**src/rtl/stash_op1_out.sv**
```systemverilog
// Egress half of the op1 stash path: drains the op1 packet FIFO onto an AXI4-Stream master,
// patching the IPv4 checksum, swapping UDP ports and zeroing the UDP checksum on IPv4/UDP packets.
module stash_op1_out #(
  parameter int C_S_AXIS_DATA_WIDTH  = 256,
  parameter int C_S_AXIS_TUSER_WIDTH = 128
) (
  input  logic                                axis_aclk,
  input  logic                                axis_reset,
  input  logic                                i_pkt_fifo_empty,
  output logic                                o_pkt_fifo_rd_en,
  input  logic [C_S_AXIS_DATA_WIDTH-1:0]      i_tdata_fifo,
  input  logic [C_S_AXIS_TUSER_WIDTH-1:0]     i_tuser_fifo,
  input  logic [C_S_AXIS_DATA_WIDTH/8-1:0]    i_tkeep_fifo,
  input  logic                                i_tlast_fifo,
  output logic [C_S_AXIS_DATA_WIDTH-1:0]      m_axis_tdata,
  output logic [C_S_AXIS_DATA_WIDTH/8-1:0]    m_axis_tkeep,
  output logic [C_S_AXIS_TUSER_WIDTH-1:0]     m_axis_tuser,
  output logic                                m_axis_tvalid,
  input  logic                                m_axis_tready,
  output logic                                m_axis_tlast,
  output logic [31:0]                         o_pkt_cnt,
  output logic [31:0]                         o_mod_cnt
);

  localparam int DW = C_S_AXIS_DATA_WIDTH;
  localparam int KW = C_S_AXIS_DATA_WIDTH / 8;
  localparam int UW = C_S_AXIS_TUSER_WIDTH;

  localparam logic [2:0] S_IDLE  = 3'd0;
  localparam logic [2:0] S_WAIT1 = 3'd1;
  localparam logic [2:0] S_SEND0 = 3'd2;
  localparam logic [2:0] S_SEND1 = 3'd3;
  localparam logic [2:0] S_BODY  = 3'd4;

  logic [2:0]    state_q, state_d;
  logic [DW-1:0] b0_data_q, b0_data_d;
  logic [UW-1:0] b0_user_q, b0_user_d;
  logic [KW-1:0] b0_keep_q, b0_keep_d;
  logic          b0_last_q, b0_last_d;
  logic [DW-1:0] b1_data_q, b1_data_d;
  logic [UW-1:0] b1_user_q, b1_user_d;
  logic [KW-1:0] b1_keep_q, b1_keep_d;
  logic          b1_last_q, b1_last_d;
  logic          qual_q, qual_d;
  logic [19:0]   psum_q, psum_d;
  logic [15:0]   csum_q, csum_d;
  logic [31:0]   pkt_cnt_q, pkt_cnt_d;
  logic [31:0]   mod_cnt_q, mod_cnt_d;
  logic          rd;

  // Header words 7..15 of beat0, skipping word 12 (the stale checksum field itself).
  function automatic logic [19:0] sum_beat0(input logic [DW-1:0] d);
    logic [19:0] s;
    s = '0;
    for (int i = 7; i < 16; i++) begin
      if (i != 12) s = s + {4'b0, d[16*i +: 16]};
    end
    return s;
  endfunction

  function automatic logic [15:0] fold_csum(input logic [19:0] s);
    logic [16:0] s1;
    logic [16:0] s2;
    s1 = {1'b0, s[15:0]} + {13'b0, s[19:16]};
    s2 = {1'b0, s1[15:0]} + {16'b0, s1[16]};
    return ~s2[15:0];
  endfunction

  function automatic logic is_ipv4_udp(input logic [DW-1:0] d);
    return (d[111:96] == 16'h0008) && (d[115:112] == 4'h5) && (d[191:184] == 8'h11);
  endfunction

  always_comb begin
    state_d   = state_q;
    b0_data_d = b0_data_q;
    b0_user_d = b0_user_q;
    b0_keep_d = b0_keep_q;
    b0_last_d = b0_last_q;
    b1_data_d = b1_data_q;
    b1_user_d = b1_user_q;
    b1_keep_d = b1_keep_q;
    b1_last_d = b1_last_q;
    qual_d    = qual_q;
    psum_d    = psum_q;
    csum_d    = csum_q;
    pkt_cnt_d = pkt_cnt_q;
    mod_cnt_d = mod_cnt_q;
    rd            = 1'b0;
    m_axis_tvalid = 1'b0;
    m_axis_tdata  = '0;
    m_axis_tkeep  = '0;
    m_axis_tuser  = '0;
    m_axis_tlast  = 1'b0;

    case (state_q)
      S_IDLE: begin
        rd = !i_pkt_fifo_empty;
        if (rd) begin
          b0_data_d = i_tdata_fifo;
          b0_user_d = i_tuser_fifo;
          b0_keep_d = i_tkeep_fifo;
          b0_last_d = i_tlast_fifo;
          // A single-beat packet has no beat1 to finish the sum, so it leaves unmodified.
          qual_d    = is_ipv4_udp(i_tdata_fifo) && !i_tlast_fifo;
          psum_d    = sum_beat0(i_tdata_fifo);
          state_d   = i_tlast_fifo ? S_SEND0 : S_WAIT1;
        end
      end
      S_WAIT1: begin
        rd = !i_pkt_fifo_empty;
        if (rd) begin
          b1_data_d = i_tdata_fifo;
          b1_user_d = i_tuser_fifo;
          b1_keep_d = i_tkeep_fifo;
          b1_last_d = i_tlast_fifo;
          csum_d    = fold_csum(psum_q + {4'b0, i_tdata_fifo[15:0]});
          state_d   = S_SEND0;
        end
      end
      S_SEND0: begin
        m_axis_tvalid = 1'b1;
        m_axis_tdata  = b0_data_q;
        if (qual_q) m_axis_tdata[207:192] = csum_q;
        m_axis_tkeep  = b0_keep_q;
        m_axis_tuser  = b0_user_q;
        m_axis_tlast  = b0_last_q;
        if (m_axis_tready) begin
          if (b0_last_q) begin
            pkt_cnt_d = pkt_cnt_q + 32'd1;
            state_d   = S_IDLE;
          end else begin
            state_d   = S_SEND1;
          end
        end
      end
      S_SEND1: begin
        m_axis_tvalid = 1'b1;
        m_axis_tdata  = b1_data_q;
        if (qual_q) begin
          m_axis_tdata[31:16] = b1_data_q[47:32];
          m_axis_tdata[47:32] = b1_data_q[31:16];
          m_axis_tdata[79:64] = 16'h0000;
        end
        m_axis_tkeep  = b1_keep_q;
        m_axis_tuser  = b1_user_q;
        m_axis_tlast  = b1_last_q;
        if (m_axis_tready) begin
          if (qual_q) mod_cnt_d = mod_cnt_q + 32'd1;
          if (b1_last_q) begin
            pkt_cnt_d = pkt_cnt_q + 32'd1;
            state_d   = S_IDLE;
          end else begin
            state_d   = S_BODY;
          end
        end
      end
      S_BODY: begin
        m_axis_tvalid = !i_pkt_fifo_empty;
        m_axis_tdata  = i_tdata_fifo;
        m_axis_tkeep  = i_tkeep_fifo;
        m_axis_tuser  = i_tuser_fifo;
        m_axis_tlast  = i_tlast_fifo;
        rd = m_axis_tvalid && m_axis_tready;
        if (rd && i_tlast_fifo) begin
          pkt_cnt_d = pkt_cnt_q + 32'd1;
          state_d   = S_IDLE;
        end
      end
      default: state_d = S_IDLE;
    endcase
  end

  // Never pop while reset is held; the FIFO owner is flushing it.
  assign o_pkt_fifo_rd_en = rd && !axis_reset;
  assign o_pkt_cnt        = pkt_cnt_q;
  assign o_mod_cnt        = mod_cnt_q;

  always_ff @(posedge axis_aclk) begin
    if (axis_reset) begin
      state_q   <= S_IDLE;
      b0_data_q <= '0;
      b0_user_q <= '0;
      b0_keep_q <= '0;
      b0_last_q <= 1'b0;
      b1_data_q <= '0;
      b1_user_q <= '0;
      b1_keep_q <= '0;
      b1_last_q <= 1'b0;
      qual_q    <= 1'b0;
      psum_q    <= '0;
      csum_q    <= '0;
      pkt_cnt_q <= '0;
      mod_cnt_q <= '0;
    end else begin
      state_q   <= state_d;
      b0_data_q <= b0_data_d;
      b0_user_q <= b0_user_d;
      b0_keep_q <= b0_keep_d;
      b0_last_q <= b0_last_d;
      b1_data_q <= b1_data_d;
      b1_user_q <= b1_user_d;
      b1_keep_q <= b1_keep_d;
      b1_last_q <= b1_last_d;
      qual_q    <= qual_d;
      psum_q    <= psum_d;
      csum_q    <= csum_d;
      pkt_cnt_q <= pkt_cnt_d;
      mod_cnt_q <= mod_cnt_d;
    end
  end

endmodule

```
**config.mk**
```make
export PLATFORM = sky130hd
export DESIGN_NAME = stash_op1_out
export DESIGN_NICKNAME = d
export VERILOG_FILES = /design/src/rtl/stash_op1_out.sv
export SDC_FILE = /design/constraint.sdc
export NUM_CORES = 2
export LEC_CHECK = 0
export ABC_CLOCK_PERIOD_IN_PS = 15100
export CAP_MARGIN = 0
export CORE_UTILIZATION = 35
export DETAILED_ROUTE_END_ITERATION = 7
export DONT_BUFFER_PORTS = 1
export SLEW_MARGIN = 20
export SYNTH_ARGS = -nofsm -noshare
export SYNTH_HDL_FRONTEND = slang
export SYNTH_SLANG_ARGS = --single-unit
```
**constraint.sdc**
```tcl
create_clock -name axis_aclk -period 15.1 [get_ports axis_aclk]
set_input_delay 3.02 -clock axis_aclk [delete_from_list [all_inputs] [get_ports axis_aclk]]
set_output_delay 3.02 -clock axis_aclk [all_outputs]
set_load 0.05 [all_outputs]
```
==> impl.org <==
** Outcome
- The run finished, with violations left.
- Violations in the final reports :: DRC

** Detailed routing
- Via total after detailed routing :: 43,784
- Count of routing violations after the opening detailed-route iteration :: 3,769
- The count of nets left with antenna violations once routing finished came out at 0.
- Average detailed-routed wire length per instance :: 21.09 µm
- DRC :: 4
- After detailed routing, the number of vias per cell comes to 5.406.
- Wires add up to 170,800 µm.
- DRT Pass-1 Iters :: 8

** Hold path
- Worst hold path class :: flop to flop

** CTS
- The clock passes through at most 3 buffers.
- Hold-fix buffers, CTS :: 0
- Number of gates resized after CTS :: 0
- Counting every sink on the clock net gives 938.
- Clock transition at the registers of the reported paths :: approximately 0.06 ns
- Number of H-tree branching levels :: 3
- Number of clock buffers inserted by TritonCTS :: about 110
- Root Buffer Master :: sky130_fd_sc_hd__clkbuf_16
- CTS tree :: built
- Postcts setup bufs :: 0
- Clock insertion delay at the later pin of the skew report :: 0.72 ns

** Critical path
- Tracing the worst setup path back leads to its startpoint at i_tdata_fifo[112].
- At the worst endpoint, the required time is 15.72 ns.
- STA classifies the critical path endpoint as a flop.
- The largest single stage delay on the critical path is 0.55 ns.
- The worst register-to-register path has a depth of 26.
- Critical R2R Launch :: psum_q[0]$_SDFFE_PP0P_
- The slowest stage of the critical path is the sky130_fd_sc_hd__o311ai_0 cell.
- Worst setup endpoint :: psum_q[18]$_SDFFE_PP0P_
- Most common cell on crit path :: sky130_fd_sc_hd__ha_1
- Path type of the worst setup path :: input pin to flop
- Grouping stages by cell kind, the critical path spends the most delay in compound AO/OA/AOI/OAI gates.
- The worst register-to-register path ends at csum_q[15]$_SDFFE_PP0P_.
- Counting both buffers and inverters, the worst setup path holds a total of 1.
- Setup slack on the worst flop-to-flop path :: approximately 8.8 ns
- The critical path runs through a total of 43 cells.
- In this run the worst path has a maximum fanout of 6.
- At the worst endpoint, the arrival time is 12.40 ns.
- Kind of start point of the critical path :: input pin

** Global routing
- Total routing resource utilization after global routing :: 23.03%
- Summed over all layers, the global routing overflow is 0.
- Entering global routing, the biggest net connects 941 pins.
- The first global-routing pass estimated 248,700 µm of wire.
- Number of antenna violations at the first check in global routing :: 3
- Via count of the first global-routing pass :: 39,335

** Cells and area
- Area growth from synthesis to final layout :: 10.44%
- Post-Route Utilization :: a little under 40%
- Antenna diode count :: 0
- Final Net Count :: 6,806
- Number of fill cells in the layout :: 14,001
- Of the cells placed in the final design, the portion with a size suffix greater than 1 is under 10%.
- Final standard cell area without fillers :: 52,910 µm²

** Timing
- Setup repair after global routing left no endpoint under its margin.
- The clock period could shrink to 11.77 ns.
- At the pin with the least slew margin, the transition time is 1.218 ns.
- For the final database, setup skew stands at 0.05837 ns.
- Setup violations remaining at the end of the flow were counted as 0.
- Peak clock frequency supported by timing :: 84.93 MHz
- Final total negative setup slack :: 0 ns
- Relative max-transition margin :: between 15 and 20%
- Final hold vios :: 0
- Dividing the final minimum period by the clock period gives 77.97%.
- Final Slew Violations :: 0

** Placed design
- HPWL after DPL :: 116,000 µm
- Total cell area at the placement stage :: 49,220 µm²
- Routability-driven placement finished with a final weighted congestion of 0.8914.
- Count of input and output buffers :: 0

** Yosys
- Sequential elements use 39.19% of the synthesized area.
- In the synthesized netlist the async set-or-reset flop fraction comes to 0%.
- Mapped cell area :: between 40,000 and 50,000 µm²
- Count of mapped cells out of synthesis :: 6,509
- Sorting the synthesized cells by how often they occur yields 2,216 x sky130_fd_sc_hd__nand2_1, 991 x sky130_fd_sc_hd__a21oi_1, 938 x sky130_fd_sc_hd__dfxtp_1.
- Of the post-synthesis cell area, the dominant cell type holds 39.19%.
- Number of distinct library cells after synthesis :: 84
- Counting flops and latches in the post-synthesis netlist gives 938.
- Among all cell types in the netlist, the one instantiated most often is sky130_fd_sc_hd__nand2_1.
- Synthesized area per cell :: 7.361 µm²
- Among all flip-flop cells after synthesis, the most frequent one is sky130_fd_sc_hd__dfxtp_1.
- Ranked by total cell area, the synthesized netlist is headed by sky130_fd_sc_hd__dfxtp_1 39%, sky130_fd_sc_hd__nand2_1 17%, sky130_fd_sc_hd__a21oi_1 10%.
- The synthesized design contains 0 enable-type register cells.
- Yosys printed 0 warnings.
- Synth area leader :: sky130_fd_sc_hd__dfxtp_1
- Mapped Nets :: 7,079

** Floorplanning
- Placement row count :: 135
- Overall die width :: ~370 µm
- From bottom edge to top edge, the die measures 372.0 µm.
- Boundary pin count :: roughly 900
- The total area inside the core boundary comes to around 140,000 µm².
- Initial core utilization :: a little over a third
- Area of the die :: 138,400 µm²

** Power and ir drop
- Worst VDD drop :: 0.5887 mV
- Summed over all cells, the static leakage comes to 0.01791 µW.
- Dividing total power by cell area gives a power density of 236.8 nW/µm².

** Run
- The tool flagged a number of max-cap violations equal to 0.
[power breakdown]
group | total [µW] | internal [µW] | switching (µW)
sequential | 2750 | 2650 | 94.3
clock | 2610 | 1510 | 1100
combinational | 7170 | 3000 | 4180
total | 12500 | 7160 | 5370
[tightest hold or removal path, cell delays in order, from the launching register on]
cell	delay [ns]
sky130_fd_sc_hd__dfxtp_1	0.30
sky130_fd_sc_hd__nand2_1	0.05
sky130_fd_sc_hd__a21oi_1	0.05
[through the flow]
stage | cells | total power [µW] | worst slack, ns | hold WS (ns)
after floorplan | 6509 | 8537 | 3.862 | 0.4315
after global placement | 7905 | 9709 | 2.702 | 0.4381
after detailed placement | 7905 | 9824 | 2.617 | 0.4429
after CTS | 8094 | 12460 | 3.378 | 0.4512
after global routing | 8099 | 13530 | 2.579 | 0.4612
final | 8099 | 12530 | 3.326 | 0.4462
[sequential cells by signal (all words and copies together), names as in the netlist, 32 cells and up]
signal	cells
b0_data_q	256
b1_data_q	256
b0_user_q	128
b1_user_q	128
b0_keep_q	32
b1_keep_q	32
o_mod_cnt	32
o_pkt_cnt	32
[cell families after synthesis]
group,share of synthesized area (%)
simple gates,21.78
compound gates,19.02
flops,39.19
buf+inv,4.202
mux,8.529
xor+xnor,3.241
fa+ha+maj,4.032
[layout by cell type, fill, tap and decap left out, types with 6 or more instances in the layout]
master / count
sky130_fd_sc_hd__a211oi_1: 21
sky130_fd_sc_hd__a21o_1: 38
sky130_fd_sc_hd__a21oi_1: 991
sky130_fd_sc_hd__a222oi_1: 16
sky130_fd_sc_hd__a31oi_1: 7
sky130_fd_sc_hd__and2_1: 7
sky130_fd_sc_hd__and3_1: 21
sky130_fd_sc_hd__buf_12: 10
sky130_fd_sc_hd__buf_4: 60
sky130_fd_sc_hd__bufinv_16: 6
sky130_fd_sc_hd__clkbuf_1: 20
sky130_fd_sc_hd__clkbuf_16: 105
sky130_fd_sc_hd__clkbuf_8: 24
sky130_fd_sc_hd__clkinv_2: 18
sky130_fd_sc_hd__dfxtp_1: 936
sky130_fd_sc_hd__fa_1: 9
sky130_fd_sc_hd__ha_1: 140
sky130_fd_sc_hd__inv_1: 69
sky130_fd_sc_hd__mux2i_1: 406
sky130_fd_sc_hd__nand2_1: 2215
sky130_fd_sc_hd__nand2b_1: 23
sky130_fd_sc_hd__nand3_1: 35
sky130_fd_sc_hd__nand4_1: 11
sky130_fd_sc_hd__nor2_1: 173
sky130_fd_sc_hd__nor2b_1: 19
sky130_fd_sc_hd__nor3_1: 37
sky130_fd_sc_hd__nor4_1: 15
sky130_fd_sc_hd__o211ai_1: 6
sky130_fd_sc_hd__o21a_1: 21
sky130_fd_sc_hd__o21ai_0: 102
sky130_fd_sc_hd__o21ai_1: 369
sky130_fd_sc_hd__o21ai_2: 34
sky130_fd_sc_hd__o21bai_1: 21
sky130_fd_sc_hd__or2_2: 9
sky130_fd_sc_hd__or3_1: 24
sky130_fd_sc_hd__xnor2_1: 102
sky130_fd_sc_hd__xor2_1: 69
[routing by layer]
metal | GRT usage, % | up-vias | part of all wire [%]
li1 | - | 21300 | -
met1 | 27.77 | 20650 | 40
met2 | 36.83 | 1471 | 46
met3 | 7.834 | 359 | 9.3
met4 | 10.26 | 4 | 4.9
met5 | 0.3497 | - | 0.049
[worst min-delay path by stage]
stage | startpoint | to | slack (ns) | cells past startpoint
finish | b0_data_q[0]$_SDFFE_PP0P_ | b0_data_q[0]$_SDFFE_PP0P_ | 0.45 | 2
global route | b1_user_q[117]$_SDFFE_PP0P_ | b1_user_q[117]$_SDFFE_PP0P_ | 0.46 | 2
CTS | b0_data_q[37]$_SDFFE_PP0P_ | b0_data_q[37]$_SDFFE_PP0P_ | 0.45 | 2
detailed placement | b0_data_q[37]$_SDFFE_PP0P_ | b0_data_q[37]$_SDFFE_PP0P_ | 0.44 | 2
global placement | b0_data_q[30]$_SDFFE_PP0P_ | b0_data_q[30]$_SDFFE_PP0P_ | 0.44 | 2
floorplan | csum_q[10]$_SDFFE_PP0P_ | csum_q[10]$_SDFFE_PP0P_ | 0.43 | 2
[cell type report]
cell class                 instances  area (µm²)  area share (%)
clock buffer                     149        3033           5.732
clock inverter                    40       501.7          0.9482
inverter                          69       259.0          0.4895
multi-input combinational       5045       27300           51.59
sequential                       938       18790           35.50
tap                             1781        2228           4.211
timing repair buffer              77       810.8           1.532
No activity file was read; power rests on OpenSTA's default activity.
